**src/rtl/object_line_buffer.sv**
```systemverilog
// Object line buffer: a double-banked scanline of object pixels.
// The back bank is built one object at a time from a pattern source while
// the front bank is read out against the display scan position.

package mapache64;

    typedef struct packed {
        logic [1:0] lightness;
        logic [3:0] color;
    } pixel_t;

    typedef struct packed {
        logic [7:0] x;
        logic [7:0] y;
        logic [3:0] color;
        logic       hflip;
    } obm_object_t;

endpackage

module object_line_buffer #(
    parameter int LINE_W   = 256,
    parameter int OBJ_W    = 8,
    parameter int MAX_OBJS = 16
) (
    input  logic                         gpu_clk,
    input  logic                         rst,
    output logic                         ready_o,
    input  logic                         swap_i,
    input  logic [7:0]                   new_y_i,
    input  logic                         load_start_i,
    input  mapache64::obm_object_t       load_object_i,
    output logic [$clog2(OBJ_W)-1:0]     load_intx_o,
    output logic [$clog2(OBJ_W)-1:0]     load_inty_o,
    input  logic [1:0]                   load_lightness_i,
    input  logic [7:0]                   display_x_i,
    input  logic [7:0]                   display_y_i,
    output mapache64::pixel_t            pixel_o,
    output logic                         overflow_o
);

    localparam int AW = $clog2(LINE_W);
    localparam int IW = $clog2(OBJ_W);
    localparam int CW = $clog2(MAX_OBJS + 1);

    typedef struct packed {
        logic              occupied;
        mapache64::pixel_t pixel;
    } entry_t;

    typedef enum logic [1:0] {
        IDLE,
        CLEAR,
        LOAD
    } state_t;

    // Both banks in one array; the top index bit selects the bank.
    entry_t            r_mem [0:2*LINE_W-1];

    state_t            r_state;
    logic              r_ready;
    logic [AW-1:0]     r_cnt;          // clear address in CLEAR, intx counter c in LOAD
    logic [CW-1:0]     r_count;        // objects accepted onto the back line
    logic              r_overflow;
    logic              r_front_sel;
    logic              r_front_valid;
    logic [7:0]        r_front_y;
    logic [7:0]        r_back_y;
    mapache64::pixel_t r_pixel;

    mapache64::obm_object_t w_obj;
    logic [8:0]        w_obj_y9;
    logic [8:0]        w_back_y9;
    logic [8:0]        w_addr9;
    logic              w_back_sel;
    logic [AW:0]       w_back_idx;
    logic [AW:0]       w_clr_idx;
    logic [AW:0]       w_front_idx;
    logic              w_hit;
    logic              w_in_line;
    logic              w_occ;
    logic              w_first;
    logic              w_overflowing;
    logic              w_last;
    logic              w_clr_we;
    logic              w_pix_we;
    logic              w_disp_hit;

    assign w_obj      = load_object_i;
    assign w_obj_y9   = {1'b0, w_obj.y};
    assign w_back_y9  = {1'b0, r_back_y};
    // 9-bit arithmetic keeps objects near the bottom/right edge from wrapping.
    assign w_hit      = (w_obj_y9 <= w_back_y9) && (w_back_y9 <= w_obj_y9 + 9'(OBJ_W - 1));
    assign w_addr9    = {1'b0, w_obj.x} + 9'(r_cnt);
    assign w_in_line  = w_addr9 < 9'(LINE_W);

    assign w_back_sel  = ~r_front_sel;
    assign w_back_idx  = {w_back_sel, w_addr9[AW-1:0]};
    assign w_clr_idx   = {w_back_sel, r_cnt};
    assign w_front_idx = {r_front_sel, display_x_i[AW-1:0]};

    assign w_occ         = r_mem[w_back_idx].occupied;
    // The first LOAD cycle is where the object is accepted or refused.
    assign w_first       = (r_cnt == '0);
    assign w_overflowing = w_first && (r_count == CW'(MAX_OBJS));
    assign w_last        = (r_cnt == AW'(OBJ_W - 1)) || (w_addr9 == 9'(LINE_W - 1));

    assign w_clr_we = (r_state == CLEAR);
    assign w_pix_we = (r_state == LOAD) && w_hit && !w_overflowing && w_in_line &&
                      (load_lightness_i != 2'd0) && !w_occ;

    assign w_disp_hit = r_front_valid && (display_y_i == r_front_y) &&
                        ({1'b0, display_x_i} < 9'(LINE_W));

    // Pattern fetch coordinates follow the counter directly so lightness returns in the same cycle.
    assign load_intx_o = w_obj.hflip ? (IW'(OBJ_W - 1) - r_cnt[IW-1:0]) : r_cnt[IW-1:0];
    assign load_inty_o = IW'(r_back_y - w_obj.y);

    assign ready_o    = r_ready;
    assign overflow_o = r_overflow;
    assign pixel_o    = r_pixel;

    // Bank storage: clear sweep or object pixel write into the back bank.
    always_ff @(posedge gpu_clk) begin
        // NOTE: the line storage has no reset; the CLEAR sweep initialises it and front_valid masks stale data.
        if (!rst) begin
            if (w_clr_we) begin
                r_mem[w_clr_idx] <= '0;
            end else if (w_pix_we) begin
                r_mem[w_back_idx] <= {1'b1, load_lightness_i, w_obj.color};
            end
        end
    end

    // Control FSM: bank swap, back-bank clear sweep and per-object draw.
    always_ff @(posedge gpu_clk) begin
        // NOTE: all state here uses non-blocking assignments so every register sees pre-edge values.
        if (rst) begin
            r_state       <= CLEAR;
            r_ready       <= 1'b0;
            r_cnt         <= '0;
            r_count       <= '0;
            r_overflow    <= 1'b0;
            r_front_sel   <= 1'b0;
            r_front_valid <= 1'b0;
            r_front_y     <= '0;
            r_back_y      <= '0;
        end else begin
            case (r_state)
                IDLE: begin
                    if (swap_i) begin
                        r_front_sel   <= ~r_front_sel;
                        r_front_y     <= r_back_y;
                        r_back_y      <= new_y_i;
                        r_overflow    <= 1'b0;
                        r_count       <= '0;
                        r_front_valid <= 1'b1;
                        r_cnt         <= '0;
                        r_ready       <= 1'b0;
                        r_state       <= CLEAR;
                    end else if (load_start_i) begin
                        r_cnt   <= '0;
                        r_ready <= 1'b0;
                        r_state <= LOAD;
                    end
                end

                CLEAR: begin
                    r_cnt <= r_cnt + AW'(1);
                    if (r_cnt == AW'(LINE_W - 1)) begin
                        r_cnt   <= '0;
                        r_ready <= 1'b1;
                        r_state <= IDLE;
                    end
                end

                LOAD: begin
                    if (!w_hit) begin
                        r_ready <= 1'b1;
                        r_state <= IDLE;
                    end else if (w_overflowing) begin
                        r_overflow <= 1'b1;
                        r_ready    <= 1'b1;
                        r_state    <= IDLE;
                    end else begin
                        if (w_first) begin
                            r_count <= r_count + CW'(1);
                        end
                        if (w_last) begin
                            r_cnt   <= '0;
                            r_ready <= 1'b1;
                            r_state <= IDLE;
                        end else begin
                            r_cnt <= r_cnt + AW'(1);
                        end
                    end
                end

                default: begin
                    r_cnt   <= '0;
                    r_ready <= 1'b0;
                    r_state <= CLEAR;
                end
            endcase
        end
    end

    // Registered display readout of the front bank.
    always_ff @(posedge gpu_clk) begin
        if (rst) begin
            r_pixel <= '0;
        end else begin
            r_pixel <= w_disp_hit ? r_mem[w_front_idx].pixel : '0;
        end
    end

endmodule

```
**config.mk**
```make
export PLATFORM = sky130hd
export DESIGN_NAME = object_line_buffer
export DESIGN_NICKNAME = d
export VERILOG_FILES = /design/src/rtl/object_line_buffer.sv
export SDC_FILE = /design/constraint.sdc
export NUM_CORES = 2
export LEC_CHECK = 0
export BUFFER_PORTS_ARGS = -buffer_cell sky130_fd_sc_hd__buf_2
export CORE_ASPECT_RATIO = 0.8
export CORE_MARGIN = 2
export CORE_UTILIZATION = 45
export DETAILED_ROUTE_END_ITERATION = 12
export PLACE_DENSITY_LB_ADDON = 0.05
export SETUP_SLACK_MARGIN = 0.4
export SYNTH_ARGS = -nofsm -noshare
export SYNTH_HDL_FRONTEND = slang
export SYNTH_SLANG_ARGS = --single-unit
export TNS_END_PERCENT = 100
```
**constraint.sdc**
```tcl
create_clock -name gpu_clk -period 16.3 [get_ports gpu_clk]
set_clock_uncertainty 0.05 [all_clocks]
set_input_delay 4.075 -clock gpu_clk [delete_from_list [all_inputs] [get_ports gpu_clk]]
set_output_delay 4.075 -clock gpu_clk [all_outputs]
set_load 0.01 [all_outputs]
```
==> flow_summary.toml <==
[sta]
relSlewSlack = 0.0788
postLayoutSetupSlackWorst_ps = 4580
hold_viol_final = 0
report.final.slew_viol_count = 0
fmax_ghz = 0.0853
tightest_slew_ps = 1370
setup_violations = 0
rsz0062_at_grt = "false"
finalCritPeriodShare = 0.719
setup_tns_ps = 0
min_period_ps = 11720

[floorplanning]
fp.dieW_um = 634
dieArea_um2 = 322000
pin_count = 65
die_h_um = 508
std_cell_rows = 184
initial_core_util = 0.453
core_um2 = 315000

[final_layout]
final_util = 0.510
syn_to_final_growth_pct = 12.6
drive_gt1_frac = 0.302
fillers = 24500
final_common_cell = "edfxtp_1"
final_cell_mix = "edfxtp_1, mux4_2, nor3_1"
final_net_count = 6605

[clock_network]
cts_hold_buf = 0
clkTransAtPathRegs_ps = 60
root_buffer = "clkbuf_16"
cts_tree = "built"
h-tree-depth = 5
cts_resized = 0
clockBufferDepth = 4
post_cts.repair.setup_buffers = 0
clock_latency_ps = 910
clock_sinks = 3625
numCtsBuffers = 367

[synthesis]
yosys_register_bits = 3625
syn-instance-count = 6289
postSynthAreaPerCell_um2 = 22.7
synth_fp_nets = 6376
seq_area_frac_synth = 0.760
synth.cell_area_um2 = 143000
synthDistinctLibCells = 66
yosysWarnings = 0
async_flop_share = 0
ys.flop_type = "edfxtp_1"
synth_edf_count = 3584

[global_routing]
grt_pass1_wl_um = 558000
grt.total_usage = 0.247
grt_max_degree = 189
antenna_found_initial = 39
first_global_vias = 68200
grt-ovfl-total = 0

[routing]
routed_via_density = 6.27
dr_wl_met2_um = 178000
totalWireLength_um = 397000
post_drt_wl_per_cell_um = 36.0
met3_length_um = 30400
highest_layer = "met5"
firstDrtPassIters = 6
drtIter0Drc = 8906
wl_met1_um = 181000
ant_nets = 0
drc_errors = 0
vias = 69000

[run]
maxCapViolations = 0

[power]
peakVddDrop_uv = 90.3
combPwrFrac = 0.048
intPower_uw = 15200
p_per_area_nw_per_um2 = 120
seqPwrFrac = 0.522
p_clk_frac = 0.430
p_leak_uw = 0.0542
swShare = 0.213
p_sw_uw = 4120

[place]
io_buffers = 64
post-place-ws_ps = 3680
gp_congestion = 0.795
hpwl_um = 234000

[critical_path]
startpoint_type = "input pin"
cp_num_buf_inv = 6
end_kind = "flip-flop"
crit_required_ps = 16760
cp_top_family = "buffers and inverters"
crit_slowest_cell = "fa_4"
crit_type = "in -> reg"
cp.arrival_ps = 12180
cp_max_fo = 100
worstPathCellList = "buf_2 > ha_4 > fa_4 > buf_4 > mux4_2 > and2_1 > a2111oi_0 > a311oi_1 > a2111oi_0 > buf_4 > a311o_1 > o22ai_1 > nor4_4 > buf_4 > buf_4 > mux2i_4 > buf_4 > nor3_1"
max_stage_delay_ps = 1090
cp_common_cell = "buf_4"

[min_path]
hold_path.class = "reg -> reg"

[status]
outcome = "finished, final reports clean"
[per-layer routing]
layer | up-vias | global-route usage
met2 | 3102 | 0.362
met1 | 37900 | 0.394
met3 | 460 | 0.0403
met5 | - | 0
li1 | 27500 | -
met4 | 4 | 0.0468
[worst paths after layout]
| check | start | to | slack [ps] | depth (start not counted) |
|---|---|---|---|---|
| setup reg to reg | r_cnt[0]$_SDFFE_PP0P_ | r_mem[444][2]$_DFFE_PP_ | 7110 | 17 |
| setup / recovery | load_object_i[13] | r_mem[444][2]$_DFFE_PP_ | 4580 | 18 |
| hold reg to reg | r_front_y[0]$_SDFFE_PP0P_ | r_front_y[0]$_SDFFE_PP0P_ | 410 | 2 |
| hold / removal | r_front_y[0]$_SDFFE_PP0P_ | r_front_y[0]$_SDFFE_PP0P_ | 410 | 2 |
[worst reg2reg max path: stages (launching register included)]
cell and delay, ps:
dfxtp_1 620, ha_4 350, fa_4 1100, buf_4 650
mux4_2 460, and2_1 170, a2111oi_0 410, a311oi_1 100
a2111oi_0 700, buf_4 250, a311o_1 260, o22ai_1 210
nor4_4 300, buf_4 500, buf_4 920, mux2i_4 350
buf_4 390, nor3_1 1010
[flip-flops by register name, summed over array words and instances, names as in the netlist]
register	flops
r_count	5
r_mem	3584
r_state	2
r_front_sel	1
ready_o	1
r_front_valid	1
r_front_y	8
r_back_y	8
r_cnt	8
overflow_o	1
pixel_o	6
[area by class of cell]
class	count	area, um^2	area share
diodes	14	35.0	0.000218
clock buffers	462	9780	0.0609
clock inverters	197	1840	0.0114
inverters	28	105	0.000654
multi-input cells	2186	32600	0.203
flip-flops and latches	3625	108000	0.675
well taps	4185	5240	0.0326
repair buffers	310	2600	0.0162
[power by group through the flow]
stage | logic, uW | registers (uW) | clock network [uW]
after floorplan | 558 | 10300 | 0
after global placement | 943 | 10300 | 0
after detailed placement | 940 | 10300 | 0
after CTS | 944 | 10100 | 8450
after global routing | 968 | 10100 | 8790
final | 931 | 10100 | 8300
[kinds of logic (layout without fill, tap and decap cells)]
kind of cell | after synthesis | in the layout | share of synthesized area
compound gates | 163 | 163 | 0.00785
xor+xnor | 28 | 28 | 0.00172
fa+ha+maj | 36 | 36 | 0.00326
buf+inv | 478 | 997 | 0.0151
flops | 3625 | 3625 | 0.760
mux | 1179 | 1179 | 0.185
other cells | 0 | 14 | 0
simple gates | 780 | 780 | 0.0269
[synthesized netlist by cell type, types with 3 or more instances]
library cell / count / share of area
a31oi_1: 21 / 0.00092
a311oi_1: 10 / 0.00061
clkbuf_1: 221 / 0.0058
and2_1: 21 / 0.00092
buf_2: 108 / 0.0038
mux4_2: 1163 / 0.18
nand4_1: 9 / 0.00039
and4_1: 3 / 0.00018
a2111oi_0: 11 / 0.00068
edfxtp_1: 3584 / 0.75
o21ai_0: 23 / 0.00081
nand2_1: 115 / 0.0030
o211ai_1: 3 / 0.00016
nor3_1: 529 / 0.019
nor2b_1: 4 / 0.00018
nor3b_1: 3 / 0.00016
nor2_1: 54 / 0.0014
dfxtp_1: 41 / 0.0058
a221oi_1: 4 / 0.00025
and3_1: 4 / 0.00018
a21o_1: 10 / 0.00053
ha_1: 34 / 0.0030
xnor2_1: 13 / 0.00080
a211oi_1: 12 / 0.00063
o21a_1: 4 / 0.00021
nor3_2: 4 / 0.00028
inv_1: 28 / 0.00074
buf_6: 24 / 0.0019
mux2i_4: 4 / 0.00063
buf_1: 86 / 0.0023
or3_1: 3 / 0.00013
o22ai_1: 4 / 0.00018
nand3_1: 15 / 0.00053
a311o_1: 3 / 0.00021
buf_4: 11 / 0.00058
xor2_1: 15 / 0.00092
mux2i_1: 8 / 0.00056
nand2b_1: 4 / 0.00018
a21oi_1: 39 / 0.0014
[per-stage QoR]
step	total power (uW)	instance area (um^2)	hold WS [ps]	cells
2_1_floorplan	10800	143000	391	6289
3_3_place_gp	11200	149000	406	10300
3_5_place_dp	11200	149000	411	10300
4_1_cts	19500	161000	419	11000
5_1_grt	19800	161000	442	11000
6_report	19300	161000	414	11000
Power figures use the tool's default switching activity.
